**src/rtl/viterbi_frame_ctrl_if.sv**
```systemverilog
// Purpose : bundles the upstream word handshake, decoder-core feed and decoded-byte tags of viterbi_frame_ctrl.
// Latency : n/a (wiring only).
// Backpressure: in_ready is the only stall; the core side and output tags are never back-pressured.
//
// master : controller side (consumes in_*, drives everything else).
// slave  : environment side (drives in_*, observes everything else).
interface viterbi_frame_ctrl_if;
    logic        in_valid;
    logic [15:0] in_data;
    logic        in_last;
    logic        in_ready;
    logic        core_valid;
    logic [15:0] core_data;
    logic [2:0]  data_id;
    logic        pm_clear;
    logic        out_valid;
    logic        out_sof;
    logic        out_eof;
    logic        busy;
    logic [15:0] frames_done;

    modport master (
        input  in_valid, in_data, in_last,
        output in_ready, core_valid, core_data, data_id, pm_clear,
        output out_valid, out_sof, out_eof, busy, frames_done
    );

    modport slave (
        output in_valid, in_data, in_last,
        input  in_ready, core_valid, core_data, data_id, pm_clear,
        input  out_valid, out_sof, out_eof, busy, frames_done
    );
endinterface

```
**src/rtl/viterbi_frame_ctrl.sv**
```systemverilog
// Purpose : frame sequencer for the pipelined Viterbi core; forwards words, appends zero tail words, tags decoded bytes.
// Latency : accepted word -> core_valid 1 cycle; core_valid -> tagged output byte PIPE_LAT cycles.
// Backpressure: in_ready drops from frame end until the tail words have left the core pipeline.
//
// Ports: clk, rst (async, active-low); bus (master modport) carries in_valid/in_data/in_last/in_ready,
//        core_valid/core_data/data_id/pm_clear, out_valid/out_sof/out_eof, busy, frames_done.
module viterbi_frame_ctrl #(
    parameter int FRAME_WORDS = 64,
    parameter int TAIL_WORDS  = 1,
    parameter int PIPE_LAT    = 10
) (
    input  logic                   clk,
    input  logic                   rst,
    viterbi_frame_ctrl_if.master   bus
);
    localparam logic [1:0] S_IDLE  = 2'd0;
    localparam logic [1:0] S_RUN   = 2'd1;
    localparam logic [1:0] S_FLUSH = 2'd2;
    localparam logic [1:0] S_DRAIN = 2'd3;

    logic [1:0]          state;
    logic [1:0]          state_nxt;
    logic [7:0]          wcnt;
    logic [7:0]          wcnt_nxt;
    logic [2:0]          tcnt;
    logic                cur_data;
    logic                cur_eof;
    logic [PIPE_LAT-1:0] live_sr;
    logic [PIPE_LAT-1:0] data_sr;
    logic [PIPE_LAT-1:0] sof_sr;
    logic [PIPE_LAT-1:0] eof_sr;
    logic                accept;
    logic                first_word;
    logic                frame_end;
    logic                tail_done;
    logic                pipe_idle;

    assign accept     = bus.in_valid & bus.in_ready;
    assign first_word = (state == S_IDLE);
    assign wcnt_nxt   = first_word ? 8'd1 : wcnt + 8'd1;
    assign frame_end  = bus.in_last | (wcnt_nxt == 8'(FRAME_WORDS));
    assign tail_done  = (tcnt == 3'(TAIL_WORDS - 1));
    // Leave DRAIN one cycle early: when only the final stage is live and nothing
    // enters, the pipeline is empty by the time IDLE is visible.
    assign pipe_idle  = ~(|live_sr[PIPE_LAT-2:0]) & ~bus.core_valid;

    always_comb begin
        state_nxt = state;
        case (state)
            S_IDLE, S_RUN: if (accept) state_nxt = frame_end ? S_FLUSH : S_RUN;
            S_FLUSH:       if (tail_done) state_nxt = S_DRAIN;
            S_DRAIN:       if (pipe_idle) state_nxt = S_IDLE;
            default:       state_nxt = S_IDLE;
        endcase
    end

    always_ff @(posedge clk or negedge rst) begin
        if (!rst) begin
            state           <= S_IDLE;
            wcnt            <= '0;
            tcnt            <= '0;
            cur_data        <= 1'b0;
            cur_eof         <= 1'b0;
            live_sr         <= '0;
            data_sr         <= '0;
            sof_sr          <= '0;
            eof_sr          <= '0;
            bus.in_ready    <= 1'b0;
            bus.core_valid  <= 1'b0;
            bus.core_data   <= '0;
            bus.data_id     <= '0;
            bus.pm_clear    <= 1'b0;
            bus.frames_done <= '0;
        end else begin
            state <= state_nxt;
            // Registered so in_ready stays low while reset is held.
            bus.in_ready   <= (state_nxt == S_IDLE) | (state_nxt == S_RUN);
            bus.core_valid <= accept | (state == S_FLUSH);
            bus.pm_clear   <= accept & first_word;
            cur_data       <= accept;
            cur_eof        <= accept & frame_end;

            if (accept) begin
                wcnt          <= wcnt_nxt;
                bus.core_data <= bus.in_data;
            end else if (state == S_FLUSH) begin
                bus.core_data <= '0;
            end

            if (accept & first_word)
                bus.data_id <= '0;
            else if (accept | (state == S_FLUSH))
                bus.data_id <= bus.data_id + 3'd1;

            if (state == S_FLUSH)
                tcnt <= tail_done ? 3'd0 : tcnt + 3'd1;

            // Tags ride alongside the core pipeline; stage 0 captures the current core word.
            live_sr <= {live_sr[PIPE_LAT-2:0], bus.core_valid};
            data_sr <= {data_sr[PIPE_LAT-2:0], cur_data};
            sof_sr  <= {sof_sr[PIPE_LAT-2:0],  bus.pm_clear};
            eof_sr  <= {eof_sr[PIPE_LAT-2:0],  cur_eof};

            if (bus.out_eof)
                bus.frames_done <= bus.frames_done + 16'd1;
        end
    end

    assign bus.out_valid = live_sr[PIPE_LAT-1] & data_sr[PIPE_LAT-1];
    assign bus.out_sof   = sof_sr[PIPE_LAT-1] & bus.out_valid;
    assign bus.out_eof   = eof_sr[PIPE_LAT-1] & bus.out_valid;
    assign bus.busy      = (state != S_IDLE) | (|live_sr);
endmodule

```
**src/flat_wrapper.sv**
```systemverilog
// flat-port wrapper written by rule: the top's interface ports become plain ports
module viterbi_frame_ctrl_flat 
#(
    parameter int FRAME_WORDS = 64,
    parameter int TAIL_WORDS  = 1,
    parameter int PIPE_LAT    = 10
)
  (clk, rst, bus_in_valid, bus_in_data, bus_in_last, bus_in_ready, bus_core_valid, bus_core_data, bus_data_id, bus_pm_clear, bus_out_valid, bus_out_sof, bus_out_eof, bus_busy, bus_frames_done);
  viterbi_frame_ctrl_if bus_i ();
  input  logic clk;
  input  logic rst;
  input wire logic [$bits(bus_i.in_valid)-1:0] bus_in_valid;
  input wire logic [$bits(bus_i.in_data)-1:0] bus_in_data;
  input wire logic [$bits(bus_i.in_last)-1:0] bus_in_last;
  output wire logic [$bits(bus_i.in_ready)-1:0] bus_in_ready;
  output wire logic [$bits(bus_i.core_valid)-1:0] bus_core_valid;
  output wire logic [$bits(bus_i.core_data)-1:0] bus_core_data;
  output wire logic [$bits(bus_i.data_id)-1:0] bus_data_id;
  output wire logic [$bits(bus_i.pm_clear)-1:0] bus_pm_clear;
  output wire logic [$bits(bus_i.out_valid)-1:0] bus_out_valid;
  output wire logic [$bits(bus_i.out_sof)-1:0] bus_out_sof;
  output wire logic [$bits(bus_i.out_eof)-1:0] bus_out_eof;
  output wire logic [$bits(bus_i.busy)-1:0] bus_busy;
  output wire logic [$bits(bus_i.frames_done)-1:0] bus_frames_done;
  assign bus_i.in_valid = bus_in_valid;
  assign bus_i.in_data = bus_in_data;
  assign bus_i.in_last = bus_in_last;
  assign bus_in_ready = bus_i.in_ready;
  assign bus_core_valid = bus_i.core_valid;
  assign bus_core_data = bus_i.core_data;
  assign bus_data_id = bus_i.data_id;
  assign bus_pm_clear = bus_i.pm_clear;
  assign bus_out_valid = bus_i.out_valid;
  assign bus_out_sof = bus_i.out_sof;
  assign bus_out_eof = bus_i.out_eof;
  assign bus_busy = bus_i.busy;
  assign bus_frames_done = bus_i.frames_done;
  viterbi_frame_ctrl #(.FRAME_WORDS(FRAME_WORDS), .TAIL_WORDS(TAIL_WORDS), .PIPE_LAT(PIPE_LAT)) u_core (.clk(clk), .rst(rst), .bus(bus_i));
endmodule
```
**config.mk**
```make
export PLATFORM = sky130hd
export DESIGN_NAME = viterbi_frame_ctrl_flat
export DESIGN_NICKNAME = d
export VERILOG_FILES = /design/src/rtl/viterbi_frame_ctrl_if.sv /design/src/rtl/viterbi_frame_ctrl.sv /design/src/flat_wrapper.sv
export SDC_FILE = /design/constraint.sdc
export NUM_CORES = 1
export LEC_CHECK = 0
export ABC_AREA = 1
export CORE_MARGIN = 4
export CORE_UTILIZATION = 55
export DETAILED_ROUTE_END_ITERATION = 8
export PLACE_DENSITY = 0.83
export REMOVE_ABC_BUFFERS = 1
export SETUP_SLACK_MARGIN = 0.1
export SLEW_MARGIN = 0
export SYNTH_ARGS = -nofsm -noshare
export SYNTH_HDL_FRONTEND = slang
export SYNTH_SLANG_ARGS = --single-unit
```
**constraint.sdc**
```tcl
create_clock -name clk -period 3.1 [get_ports clk]
set_clock_uncertainty 0.05 [all_clocks]
set_input_delay 0.62 -clock clk [delete_from_list [all_inputs] [get_ports clk]]
set_output_delay 0.62 -clock clk [all_outputs]
set_load 0.01 [all_outputs]
```
==> flow_metrics.tcl <==
set metrics [dict create \
    status "finished, final reports clean" \
    powerDensity_nw_per_um2 773.2 \
    synth_top_area_share_pct 67.98 \
    finalHoldViolCount 0 \
    cts_tree "built" \
    drc 0 \
    final_cell_mix "93 x dfrtp_1, 60 x clkdlybuf4s50_1, 47 x nand2_1" \
    critPathKind "flip-flop to primary output" \
    place_ws_ns 0.6834 \
    cp_top_family "simple AND/OR/NAND/NOR gates" \
    clkTransAtPathRegs_ns 0.09 \
    setup_viol 0 \
    clk_latency_ns 0.34 \
    dp_hpwl_um 4326 \
    max_slew_margin_pct 71.27 \
    r2r_cells 10 \
    port_buffers 61 \
    rows 28 \
    overflow 0 \
    finalWirelength_um 6228 \
    hp-class "input port to asynchronous set/reset pin" \
    worst_pin_slew_ns 0.4299 \
    grt_pass1_vias 2299 \
    fin_setup_tns_ns 0 \
    fillCellCount 437 \
    hold_slack_ns 0.09394 \
    finalCritPeriodShare_pct 89.38 \
    cts_max_path_buffers 2 \
    dr_total_vias 2253 \
    synth_top_cell_by_area "dfrtp_1" \
    dieArea_um2 7551 \
    synth_cell_types 29 \
    finalPower_mw 3.331 \
    clock-sinks 93 \
    yosysWarningCount 0 \
    cts_resized 0 \
    period_minus_slack_ns 2.771 \
    final_nets 376 \
    n_antenna_cell 0 \
    netlist_area_um2 3423 \
    cp.required_ns 2.43 \
    grt_antenna_before_repair 0 \
    die_width_um 86.90 \
    core_um2 5991 \
    htreeDepth 3 \
    max_freq_mhz 360.9 \
    drive_above_1_share_pct 11.24 \
    numPlacedInstances 415 \
    pin_count 62 \
    finalNonFillerCells 431 \
    first_iter_violations 68 \
    fin_ws_ns 0.3293 \
    die-height_um 86.90 \
    ir_drop_mv 0.4977 \
    grt_pass1_wl_um 10890 \
    syn_to_final_growth_pct 25.84 \
    root_buffer "clkbuf_8" \
    syn_inst 282 \
    viasPerCell 5.227 \
    start_kind "flip-flop" \
    crit_chain "inv_2 -> nand2_1 -> or4_1 -> clkdlybuf4s50_1" \
    synthTopCellsByArea "dfrtp_1 68%, nand2_1 5.2%, a22o_1 4.1%, nand3_1 3.2%, inv_1 2.3%" \
    path_buf_inv 2 \
    critPathArrivalTime_ns 2.10 \
    postCtsSetupBuffers 0 \
    p_leak_nw 2.107 \
    drv_slew 0 \
    cp_max_fo 11 \
    final_common_cell "dfrtp_1" \
    ant_nets 0 \
    grt_util_all_layers_pct 18.46 \
    ys_ff_latch 93 \
    worst_setup_path_end_kind "primary output" \
    critPathSlowestCell "or4_1" \
    ys_seq_area_share_pct 67.98 \
    wl_per_cell_um 14.45 \
    critical-path-max-stage-delay_ns 0.53 \
    drt_pass1_iterations 6 \
    rsz0062_at_grt "no" \
    cts_buffers 9 \
    grt_max_degree 76 \
    r2r_slack_ns 1.30 \
    initial_utilization_pct 57.14 \
    gp_congestion 0.8636 \
    syn_area_per_cell_um2 12.14 \
    hold_buffers 0 \
    path_depth 4 \
    maxCapViolations 0 \
]
==> Yosys cell counts (all sizes together) <==
cell	count
o21ai	7
nand2	50
inv	26
o21a	1
nand4	3
dfrtp	93
o22ai	1
xnor2	7
ha	5
or4	1
nor3	3
a22o	16
buf	2
a21oi	6
clkbuf	3
and3b	1
nand3	26
and3	1
xor2	8
nor2	22
==> cells by family after synthesis <==
logic type | Yosys count | synth area share, %
AND/OR/NAND/NOR | 107 | 16.26
XOR/XNOR | 15 | 4.057
AO/OA/AOI/OAI | 31 | 6.396
buffers and inverters | 31 | 3.472
adder cells (fa/ha/maj) | 5 | 1.827
flip-flops | 93 | 67.98
==> worst paths after layout <==
check	startpoint	endpoint
min in group clk	u_core.sof_sr[6]	u_core.sof_sr[7]
worst max-delay path	u_core.state[1]	bus_busy
worst min-delay path	rst	u_core.live_sr[8]
max in group asynchronous	rst	u_core.sof_sr[1]
worst max register to register	u_core.wcnt[0]	u_core.bus.in_ready
worst min register to register	u_core.sof_sr[6]	u_core.sof_sr[7]
==> power breakdown <==
group / total, mW / leakage, nW / switching, mW / internal [mW]
registers: 1.71 / 1.24 / 0.211 / 1.50
clock network: 0.714 / 0.0897 / 0.398 / 0.316
logic: 0.908 / 0.773 / 0.455 / 0.453
total: 3.33 / 2.11 / 1.06 / 2.27
==> through the flow <==
stage / instance area (um2) / utilization [%]
after detailed placement: 4131 / 68.96
after floorplan: 3402 / -
final: 4308 / 71.91
after CTS: 4308 / 71.91
after global routing: 4308 / 71.91
after global placement: 4131 / 68.96
==> cell type report <==
cell class / instances / area [um2] / share of cell area [%]
clock inverters: 5 / 35.03 / 0.8132
well taps: 75 / 93.84 / 2.178
inverters: 26 / 97.59 / 2.265
clock buffers: 11 / 141.4 / 3.282
repair buffers: 63 / 635.6 / 14.75
multi-input cells: 158 / 977.2 / 22.68
flip-flops and latches: 93 / 2327 / 54.02
==> sequential cells by signal, indices dropped and copies added, names as in the netlist <==
name and flops:
u_core.bus.core_data 16, u_core.bus.frames_done 16, u_core.data_sr 10, u_core.eof_sr 10
u_core.live_sr 10, u_core.sof_sr 10, u_core.wcnt 8, u_core.bus.data_id 3
u_core.tcnt 3, u_core.state 2, u_core.bus.core_valid 1, u_core.bus.in_ready 1
u_core.bus.pm_clear 1, u_core.cur_data 1, u_core.cur_eof 1
==> routing by layer <==
metal  global-route usage, %  vias up  wire length (um)
met5                       0        -                 0
met3                   5.298        4               454
met1                   26.10     1112              2748
met2                   28.09       81              2985
li1                        -     1056                 -
met4                   5.382        0                40
Note: power is estimated with default switching activity, not from simulation.
